<file path="config.mk">
export PLATFORM = sky130hd
export DESIGN_NAME = stream_mux_rr
export DESIGN_NICKNAME = d
export VERILOG_FILES = /design/src/rtl/stream_mux_rr.sv
export SDC_FILE = /design/constraint.sdc
export NUM_CORES = 1
export LEC_CHECK = 0
export BUFFER_PORTS_ARGS = -buffer_cell sky130_fd_sc_hd__buf_2
export CORE_ASPECT_RATIO = 2
export CORE_MARGIN = 2
export CORE_UTILIZATION = 46
export CTS_CLUSTER_SIZE = 30
export DETAILED_ROUTE_END_ITERATION = 6
export GPL_TIMING_DRIVEN = 0
export HOLD_SLACK_MARGIN = 0.12
export PLACE_DENSITY = 0.81
export SYNTH_ARGS = -nofsm -noshare
export SYNTH_HDL_FRONTEND = slang
export SYNTH_SLANG_ARGS = --single-unit
</file>
<file path="constraint.sdc">
create_clock -name clk -period 4.4 [get_ports clk]
set_clock_uncertainty 0.05 [all_clocks]
set_input_delay 0.88 -clock clk [delete_from_list [all_inputs] [get_ports clk]]
set_output_delay 0.88 -clock clk [all_outputs]
set_load 0.05 [all_outputs]
</file>
<file path="src/rtl/stream_mux_rr.sv">
// stream_mux_rr: N-channel streaming multiplexer with valid/ready handshakes
// on every input and a registered output stage. The channel is chosen either
// by an external select (direct mode) or by a round-robin arbiter that scans
// the valid channels starting at a rotating pointer.
module stream_mux_rr #(
   parameter int N_CH   = 8,
   parameter int DATA_W = 8,
   // Derived from N_CH; do not override.
   parameter int SEL_W  = $clog2(N_CH)
) (
   input  logic                   clk,
   input  logic                   rst,
   input  logic [N_CH*DATA_W-1:0] in_data,
   input  logic [N_CH-1:0]        in_valid,
   output logic [N_CH-1:0]        in_ready,
   input  logic                   mode,
   input  logic [SEL_W-1:0]       sel,
   output logic [DATA_W-1:0]      out_data,
   output logic                   out_valid,
   output logic [SEL_W-1:0]       out_ch,
   input  logic                   out_ready
);

   localparam logic [SEL_W-1:0] LAST_CH = SEL_W'(N_CH - 1);
   localparam logic [SEL_W-1:0] ONE_CH  = SEL_W'(1);

   // Output stage and arbitration state.
   logic [DATA_W-1:0] out_data_q,  out_data_d;
   logic              out_valid_q, out_valid_d;
   logic [SEL_W-1:0]  out_ch_q,    out_ch_d;
   logic [SEL_W-1:0]  rr_ptr_q,    rr_ptr_d;

   // Grant network.
   logic              load;
   logic              dir_found;
   logic              rr_found;
   logic              rr_hi_found;
   logic [SEL_W-1:0]  rr_hi_gnt;
   logic [SEL_W-1:0]  rr_lo_gnt;
   logic [SEL_W-1:0]  rr_gnt;
   logic              gnt_found;
   logic [SEL_W-1:0]  gnt;
   logic [DATA_W-1:0] gnt_data;

   // The output register may accept a new beat when empty or draining.
   assign load = !out_valid_q || out_ready;

   // Direct mode: sel grants only if it names an existing, valid channel.
   always_comb begin
      // NOTE: every combinational output gets a default first, so no path
      // through the block leaves it unassigned and infers a latch.
      dir_found = 1'b0;
      for (int i = 0; i < N_CH; i++) begin
         if (sel == SEL_W'(i) && in_valid[i]) dir_found = 1'b1;
      end
   end

   // Round-robin: lowest valid channel at or above rr_ptr, else lowest valid.
   always_comb begin
      rr_hi_found = 1'b0;
      rr_hi_gnt   = '0;
      rr_lo_gnt   = '0;
      rr_found    = 1'b0;
      // Scanning downwards lets the lowest qualifying index win.
      for (int i = N_CH - 1; i >= 0; i--) begin
         if (in_valid[i]) begin
            rr_found  = 1'b1;
            rr_lo_gnt = SEL_W'(i);
            if (SEL_W'(i) >= rr_ptr_q) begin
               rr_hi_found = 1'b1;
               rr_hi_gnt   = SEL_W'(i);
            end
         end
      end
      rr_gnt = rr_hi_found ? rr_hi_gnt : rr_lo_gnt;
   end

   // Pick the grant source for the current mode.
   always_comb begin
      gnt_found = mode ? rr_found : dir_found;
      gnt       = mode ? rr_gnt   : sel;
   end

   // One-hot ready toward the granted producer; held low during reset so a
   // producer never sees a handshake that reset would discard.
   always_comb begin
      in_ready = '0;
      for (int i = 0; i < N_CH; i++) begin
         in_ready[i] = !rst && load && gnt_found && (gnt == SEL_W'(i));
      end
   end

   // Bit-exact slice of the granted channel.
   always_comb begin
      gnt_data = '0;
      for (int i = 0; i < N_CH; i++) begin
         if (gnt == SEL_W'(i)) gnt_data = in_data[i*DATA_W +: DATA_W];
      end
   end

   // Next state of the output register and round-robin pointer.
   always_comb begin
      out_valid_d = out_valid_q;
      out_data_d  = out_data_q;
      out_ch_d    = out_ch_q;
      rr_ptr_d    = rr_ptr_q;
      if (load) begin
         out_valid_d = gnt_found;
         if (gnt_found) begin
            out_data_d = gnt_data;
            out_ch_d   = gnt;
            // Wrap at N_CH, not at 2**SEL_W, so non-power-of-2 sizes stay fair.
            if (mode) rr_ptr_d = (gnt == LAST_CH) ? '0 : gnt + ONE_CH;
         end
      end
   end

   // State registers with synchronous reset that drops any beat in flight.
   always_ff @(posedge clk) begin
      // NOTE: sequential state uses non-blocking assignments so every
      // register samples the pre-edge values, independent of statement order.
      if (rst) begin
         out_valid_q <= 1'b0;
         out_data_q  <= '0;
         out_ch_q    <= '0;
         rr_ptr_q    <= '0;
      end else begin
         out_valid_q <= out_valid_d;
         out_data_q  <= out_data_d;
         out_ch_q    <= out_ch_d;
         rr_ptr_q    <= rr_ptr_d;
      end
   end

   assign out_data  = out_data_q;
   assign out_valid = out_valid_q;
   assign out_ch    = out_ch_q;

endmodule

</file>
==> results.ini, run 1 <==
[outcome]
outcome = completed

[clock_network]
cts.clk_slew.worst_paths_ns = 0.06
worst_skew_pair.late_latency_ns = 0.25
clockBufferDepth = 2
cts-root-buf = clkbuf_8
htree_levels = 1
numCtsBuffers = 3
cts_tree = done
holdBufCountCts = 0
cts_sinks = 15

[route]
wl_per_cell_um = 15.1
routed_via_density = 5.90
drc = 0
drtPass1Iterations = 4
drt_iter0_drc = 70
routed_wl_um = 6110
vias = 2385
drtAntennaViolNets = 0

[synth]
synth-seq-area-share = 0.159
synth-edff-count = 0
synthAdderAreaFrac = 0.0398
yosys_warnings = 0
yosys.area.top_type = dfxtp_1
synthArstFlopShare = 0
synth_xor_area_frac = 0
ys_types = 59
synth.net_count = 340
synthesis.area_um2 = 1880
yosys.area.top_type_share = 0.159
ys_ff_latch = 15
synthMuxAreaShare = 0.0385
syn_area_per_cell_um2 = 7.39
synth_simple_gate_area_frac = 0.242
synth-compound-area-share = 0.428
synth-main-ff-cell = dfxtp_1
synth_top_family_by_area = compound AO/OA/AOI/OAI gates
synth_area_leaders = dfxtp_1 (16%), a21oi_1 (8.2%), nor2b_1 (5.0%), o21ai_0 (4.8%), ha_1 (4.0%)
postSynthCellCount = 255

[critical_path]
cp-startpoint = in_valid[4]
reg2reg_from = rr_ptr_q[1]
worstSetupEndpointType = primary output
crit_type = primary input to primary output
required_ns = 3.47
startpoint_type = primary input
cp_max_fo = 10
cp.arrival_ns = 3.30

[floorplan]
die_area_um2 = 4660
die_h_um = 94.5
row_count = 33
die_w_um = 49.3
initial_core_util = 0.470
io_pins = 99
design.core.area_um2 = 4010

[pwr]
ir_worst_vdd_uv = 167
power.total_uw = 703
p_leak_nw = 1.15
powerDensity_nw_per_um2 = 279

[placement]
port_buffers = 95
place_congestion = 0.888
placedCellCount = 402
post-dp-hpwl_um = 4990
placed_cell_area_um2 = 2430

[finish]
fin_area_um2 = 2510
nNetsFinal = 438
diodes = 0
final_util = 0.628
drive_gt1_frac = 0.381
fin_cells = 404
area_delta_synth_final_pct = 33.4

[timing]
max_freq_ghz = 0.236
slew_headroom = 0.576
slew_violations = 0
setup_viol = 0
tns_ns = 0
post-route-min-period_ns = 4.23
worst_slew_pin_slew_ns = 0.636
post-route-period-util = 0.961
hold_viol_final = 0

[grt]
grt_pass1_wl_um = 10400
overflow = 0
track_usage = 0.276
grt_pass1_vias = 2419
antenna_found_initial = 0
grt_max_degree = 18

[min_path]
worstHoldStart = out_ch[2]
min_path_type = register to register

[job]
drv_cap = 0

[metrics by stage]
step / hold slack, ns / worst slack [ns]
5_1_grt: 0.446 / -0.0571
6_report: 0.410 / 0.170
3_5_place_dp: 0.408 / -0.122
2_1_floorplan: 0.511 / 0.222
3_3_place_gp: 0.392 / -0.132
4_1_cts: 0.417 / 0.0120
[cell usage in the layout (no fill, tap or decap), types with 5 or more instances in the layout]
master and n:
a21oi_1 31, a221o_1 7, a221oi_1 8, and3_1 8
buf_2 95, clkbuf_1 10, clkbuf_2 5, dfxtp_1 15
inv_1 13, nand2_1 13, nand3_1 10, nor2_1 8
nor2b_1 15, nor3_1 8, o21ai_0 18, o311ai_0 6
o31ai_1 7
[critical path, cell delays in order]
cell      delay, ns
buf_2          0.16
or3_1          0.43
o211ai_1       0.16
and3_1         0.23
a22oi_2        0.10
a21oi_1        0.24
ha_1           0.21
ha_2           0.27
clkbuf_2       0.23
and2_1         0.16
clkbuf_4       0.23
[power breakdown]
part	switching [mW]	internal, mW	total [mW]
combinational	0.261	0.161	0.422
clock	0.0486	0.0642	0.113
sequential	0.0111	0.156	0.167
[area by class of cell]
| type | instances | area, um^2 |
|---|---|---|
| fill | 403 | 1490 |
| multi-input combinational | 200 | 1440 |
| timing repair buffer | 97 | 493 |
| sequential | 15 | 300 |
| buffer | 20 | 105 |
| tap | 52 | 65.1 |
| inverter | 16 | 63.8 |
| clock buffer | 4 | 45.0 |
[Yosys cell counts (2+ instances only)]
master,count
a211o_1,2
o311ai_0,6
a21boi_0,2
a221oi_1,8
ha_1,6
nor2b_1,15
nor3_2,3
o311ai_1,2
buf_6,2
nor3_1,9
and3_1,8
clkbuf_1,17
nand2b_1,3
o21ai_0,18
a221o_1,7
o31ai_2,3
buf_4,2
nand2_1,13
inv_2,2
o211ai_1,3
a211oi_1,2
and2_1,2
nor4_1,2
dfxtp_1,15
o21ai_1,3
inv_1,14
o31ai_1,7
nand3_1,10
a21oi_1,31
nor2_1,8
o31a_1,2
[per-layer routing]
layer / global-route usage / up-vias / routed length [um]
met5: 0 / - / 0
met4: 0.136 / 0 / 154
met3: 0.0491 / 15 / 479
met2: 0.490 / 119 / 3020
met1: 0.311 / 1076 / 2450
li1: - / 1175 / -
[state kept, by name (all words and copies together), names as in the netlist]
name / cells
out_ch: 3
out_data: 8
out_valid: 1
rr_ptr_q: 3
[repair_timing]
| action | in CTS | in global routing |
|---|---|---|
| endpoints found under the hold margin | 0 | 0 |
| gates resized for setup | 4 | 10 |
| endpoints found under the setup margin | 6 | 9 |
| buffers inserted | 0 | 2 |
[cell families (layout without fill, tap and decap cells)]
kind of cell	count (synthesis)	in the layout
muxes	4	4
AOI/OAI and AO/OA	110	110
and+or+nand+nor	80	80
adders and majority gates	6	6
DFF	15	15
buffers and inverters	40	137
[final timing paths]
check | endpoint | cells past startpoint | slack [ns]
worst min register to register | out_ch[2] | 2 | 0.41
worst max-delay path | in_ready[3] | 11 | 0.17
worst max register to register | out_data[7] | 12 | 0.70
worst min-delay path | out_ch[2] | 2 | 0.41
No activity file was read; power rests on OpenSTA's default activity.
==> inputs of run 2 (changes only) <==
==> constraint.sdc (replaced) <==
create_clock -name clk -period 4.4 [get_ports clk]
set_clock_uncertainty 0.05 [all_clocks]
set_input_delay 0.22 -clock clk [delete_from_list [all_inputs] [get_ports clk]]
set_output_delay 0.22 -clock clk [all_outputs]
set_load 0.05 [all_outputs]
==> run 2 against run 1 <==
  * Via count down 0.25%
  * Fmax up 13%
  * Flip-flop and latch count unchanged
  * Combinational power down 3%
  * Worst hold slack worse by 0.16 ns
  * Non-clock buffer count up 2
  * Register-to-register slack worse by 0.05 ns
  * Die area unchanged
  * Wire length down 4.3%
  * Clock power about the same
  * Highest routed layer unchanged
  * Global-route usage down 1.7 points
  * Largest power group unchanged
==> results.ini, run 2 (synthesis gave the netlist of run 1 again) <==
[outcome]
outcome = completed  ; unchanged

[clock_network]
cts_resized = 0  ; was 4
worst_skew_pair.late_latency_ns = 0.25  ; about the same
numCtsBuffers = 3  ; unchanged
clockBufferDepth = 2  ; unchanged
holdBufCountCts = 0  ; unchanged
htree_levels = 1  ; unchanged
cts-root-buf = clkbuf_8  ; unchanged
cts.clk_slew.worst_paths_ns = 0.06  ; about the same
cts_tree = done  ; unchanged
post_cts_buffers = 0  ; unchanged
cts_sinks = 15  ; unchanged

[critical_path]
ff2ff_setup_slack_ns = 0.65  ; was 0.70 ns
cp.arrival_ns = 3.86  ; was 3.30 ns
worstSetupEndpointType = register  ; was primary output
path_cells = clkbuf_1 -> and4_1 -> a211oi_1 -> o32ai_1 -> a22oi_1 -> a21oi_1 -> ha_1 -> clkbuf_1 -> clkbuf_1 -> a221oi_1 -> o311ai_0 -> nor3_2 -> o31ai_2  ; was buf_2 -> or3_1 -> o211ai_1 -> and3_1 -> a22oi_2 -> a21oi_1 -> ha_1 -> ha_2 -> clkbuf_2 -> and2_1 -> clkbuf_4
critPathBufInv = 3  ; unchanged
critical-path-top-delay-family = compound AO/OA/AOI/OAI gates  ; was simple AND/OR/NAND/NOR gates
cp-startpoint = rr_ptr_q[1]  ; was in_valid[4]
required_ns = 4.51  ; was 3.47 ns
cp_max_fo = 10  ; unchanged
crit_type = register to register  ; was primary input to primary output
r2r_end = out_data[7]  ; unchanged
worst_path_most_repeated_cell = clkbuf_1
reg2reg_from = rr_ptr_q[1]  ; unchanged
critPathMaxStageDelay_ns = 0.52  ; was 0.43 ns
rr_worst_depth = 13  ; was 12
startpoint_type = register  ; was primary input
crit_slowest_cell = o311ai_0  ; was or3_1

[timing]
post-route-min-period_ns = 3.75  ; was 4.23 ns
slew_headroom = 0.529  ; was 0.576
rsz0062_at_grt = no
worst_slew_pin_slew_ns = 0.700  ; was 0.636 ns
tns_ns = 0  ; unchanged
post-route-period-util = 0.853  ; was 0.961
setup_viol = 0  ; unchanged
max_freq_ghz = 0.266  ; was 0.236 GHz
fin_ws_ns = 0.647  ; was 0.170 ns
slew_violations = 0  ; unchanged
hold_viol_final = 0  ; unchanged

[placement]
port_buffers = 95  ; unchanged
place_ws_ns = 0.716  ; was -0.122 ns
post-dp-hpwl_um = 4770  ; was 4990 um
placedCellCount = 402  ; unchanged
place_congestion = 0.847  ; was 0.888
placed_cell_area_um2 = 2420  ; was 2430 um^2

[min_path]
holdPathStages = 3  ; was 2
worstHoldStart = in_data[61]  ; was out_ch[2]
min_path_type = primary input to register  ; was register to register
holdPathEnd = out_data[5]  ; was out_ch[2]

[finish]
mostFrequentLayoutCell = buf_2  ; unchanged
final_cell_mix = buf_2 (96), a21oi_1 (31), clkbuf_1 (18), o21ai_0 (18)  ; was buf_2 (95), a21oi_1 (31), o21ai_0 (18), nor2b_1 (15), dfxtp_1 (15)
final_util = 0.617  ; was 0.628
fin_cells = 406  ; was 404
fin_area_um2 = 2470  ; was 2510 um^2
nNetsFinal = 440  ; was 438
area_delta_synth_final_pct = 31.1  ; was 33.4%
drive_gt1_frac = 0.339  ; was 0.381
diodes = 0  ; unchanged
fill_cells = 387  ; was 403
largest_reg_flops = 8  ; unchanged

[route]
drtPass1Iterations = 4  ; unchanged
drt_iter0_drc = 97  ; was 70
routed_wl_um = 5840  ; was 6110 um
vias = 2379  ; was 2385
drc = 0  ; unchanged
routed_via_density = 5.86  ; was 5.90
wl_per_cell_um = 14.4  ; was 15.1 um
drtAntennaViolNets = 0  ; unchanged

[grt]
grt_max_degree = 11  ; was 18
grt_pass1_wl_um = 9800  ; was 10400 um
grt_pass1_vias = 2216  ; was 2419
track_usage = 0.259  ; was 0.276
overflow = 0  ; unchanged
antenna_found_initial = 0  ; unchanged

[pwr]
power_frac_seq = 0.243  ; was 0.238
powerDensity_nw_per_um2 = 279  ; about the same
netSwitchingPower_uw = 314  ; was 321 uW
pwr-share-clk = 0.160  ; was 0.161
ir_worst_vdd_uv = 150  ; was 167 uV
p_sw_frac = 0.455  ; was 0.457
pwr-share-comb = 0.597  ; was 0.601
p_leak_nw = 1.13  ; was 1.15 nW
intPower_uw = 375  ; was 382 uW

[floorplan]
die_area_um2 = 4660  ; unchanged
design.core.area_um2 = 4010  ; unchanged
die_w_um = 49.3  ; unchanged
initial_core_util = 0.470  ; unchanged
row_count = 33  ; unchanged
io_pins = 99  ; unchanged
die_h_um = 94.5  ; unchanged

[job]
drv_cap = 0  ; unchanged

[run 2: through the flow]
stage	power (mW)	hold slack, ns
after global routing	0.734	0.277
after global placement	0.569	0.392
after detailed placement	0.576	0.402
after floorplan	0.466	0.346
after CTS	0.685	0.255
final	0.689	0.253
[run 2: power by group through the flow]
stage               sequential [mW]  combinational, mW  clock (mW)
global placement              0.169              0.399           0
finish                        0.167              0.411       0.111
detailed placement            0.170              0.406           0
CTS                           0.167              0.407       0.111
floorplan                     0.228              0.238           0
global route                  0.170              0.449       0.115
[run 2: how the worst max path moves through the flow]
stage | endpoint | slack, ns | cells past startpoint
6_report | out_data[7] | 0.65 | 13
3_3_place_gp | out_data[7] | 0.75 | 13
3_5_place_dp | out_data[7] | 0.72 | 13
2_1_floorplan | in_ready[7] | 0.96 | 11
4_1_cts | out_data[7] | 0.66 | 13
5_1_grt | out_data[7] | 0.25 | 13
[run 2: area by class of cell]
class	count	area, um^2	area share
Buffer	24	115	0.0466
Clock buffer	4	45.0	0.0182
Inverter	16	60.1	0.0243
Multi-Input combinational cell	200	1410	0.570
Sequential cell	15	300	0.122
Tap cell	52	65.1	0.0263
Timing Repair Buffer	95	475	0.193
[run 2: worst reg2reg max path: cells and delay by family (launching register included)]
| family | cells | cell delay [ns] |
|---|---|---|
| flip-flops | 1 | 0.36 |
| buffers and inverters | 3 | 1.04 |
| AND/OR/NAND/NOR | 2 | 0.33 |
| AO/OA/AOI/OAI | 7 | 1.69 |
| adder cells (fa/ha/maj) | 1 | 0.18 |
[run 2: routing by layer]
layer | vias to the layer above | track usage | part of all wire
met3 | 11 | 0.0253 | 0.078
met2 | 126 | 0.458 | 0.50
met5 | - | 0 | 0
li1 | 1179 | - | -
met1 | 1063 | 0.323 | 0.41
met4 | 0 | 0.0857 | 0.018
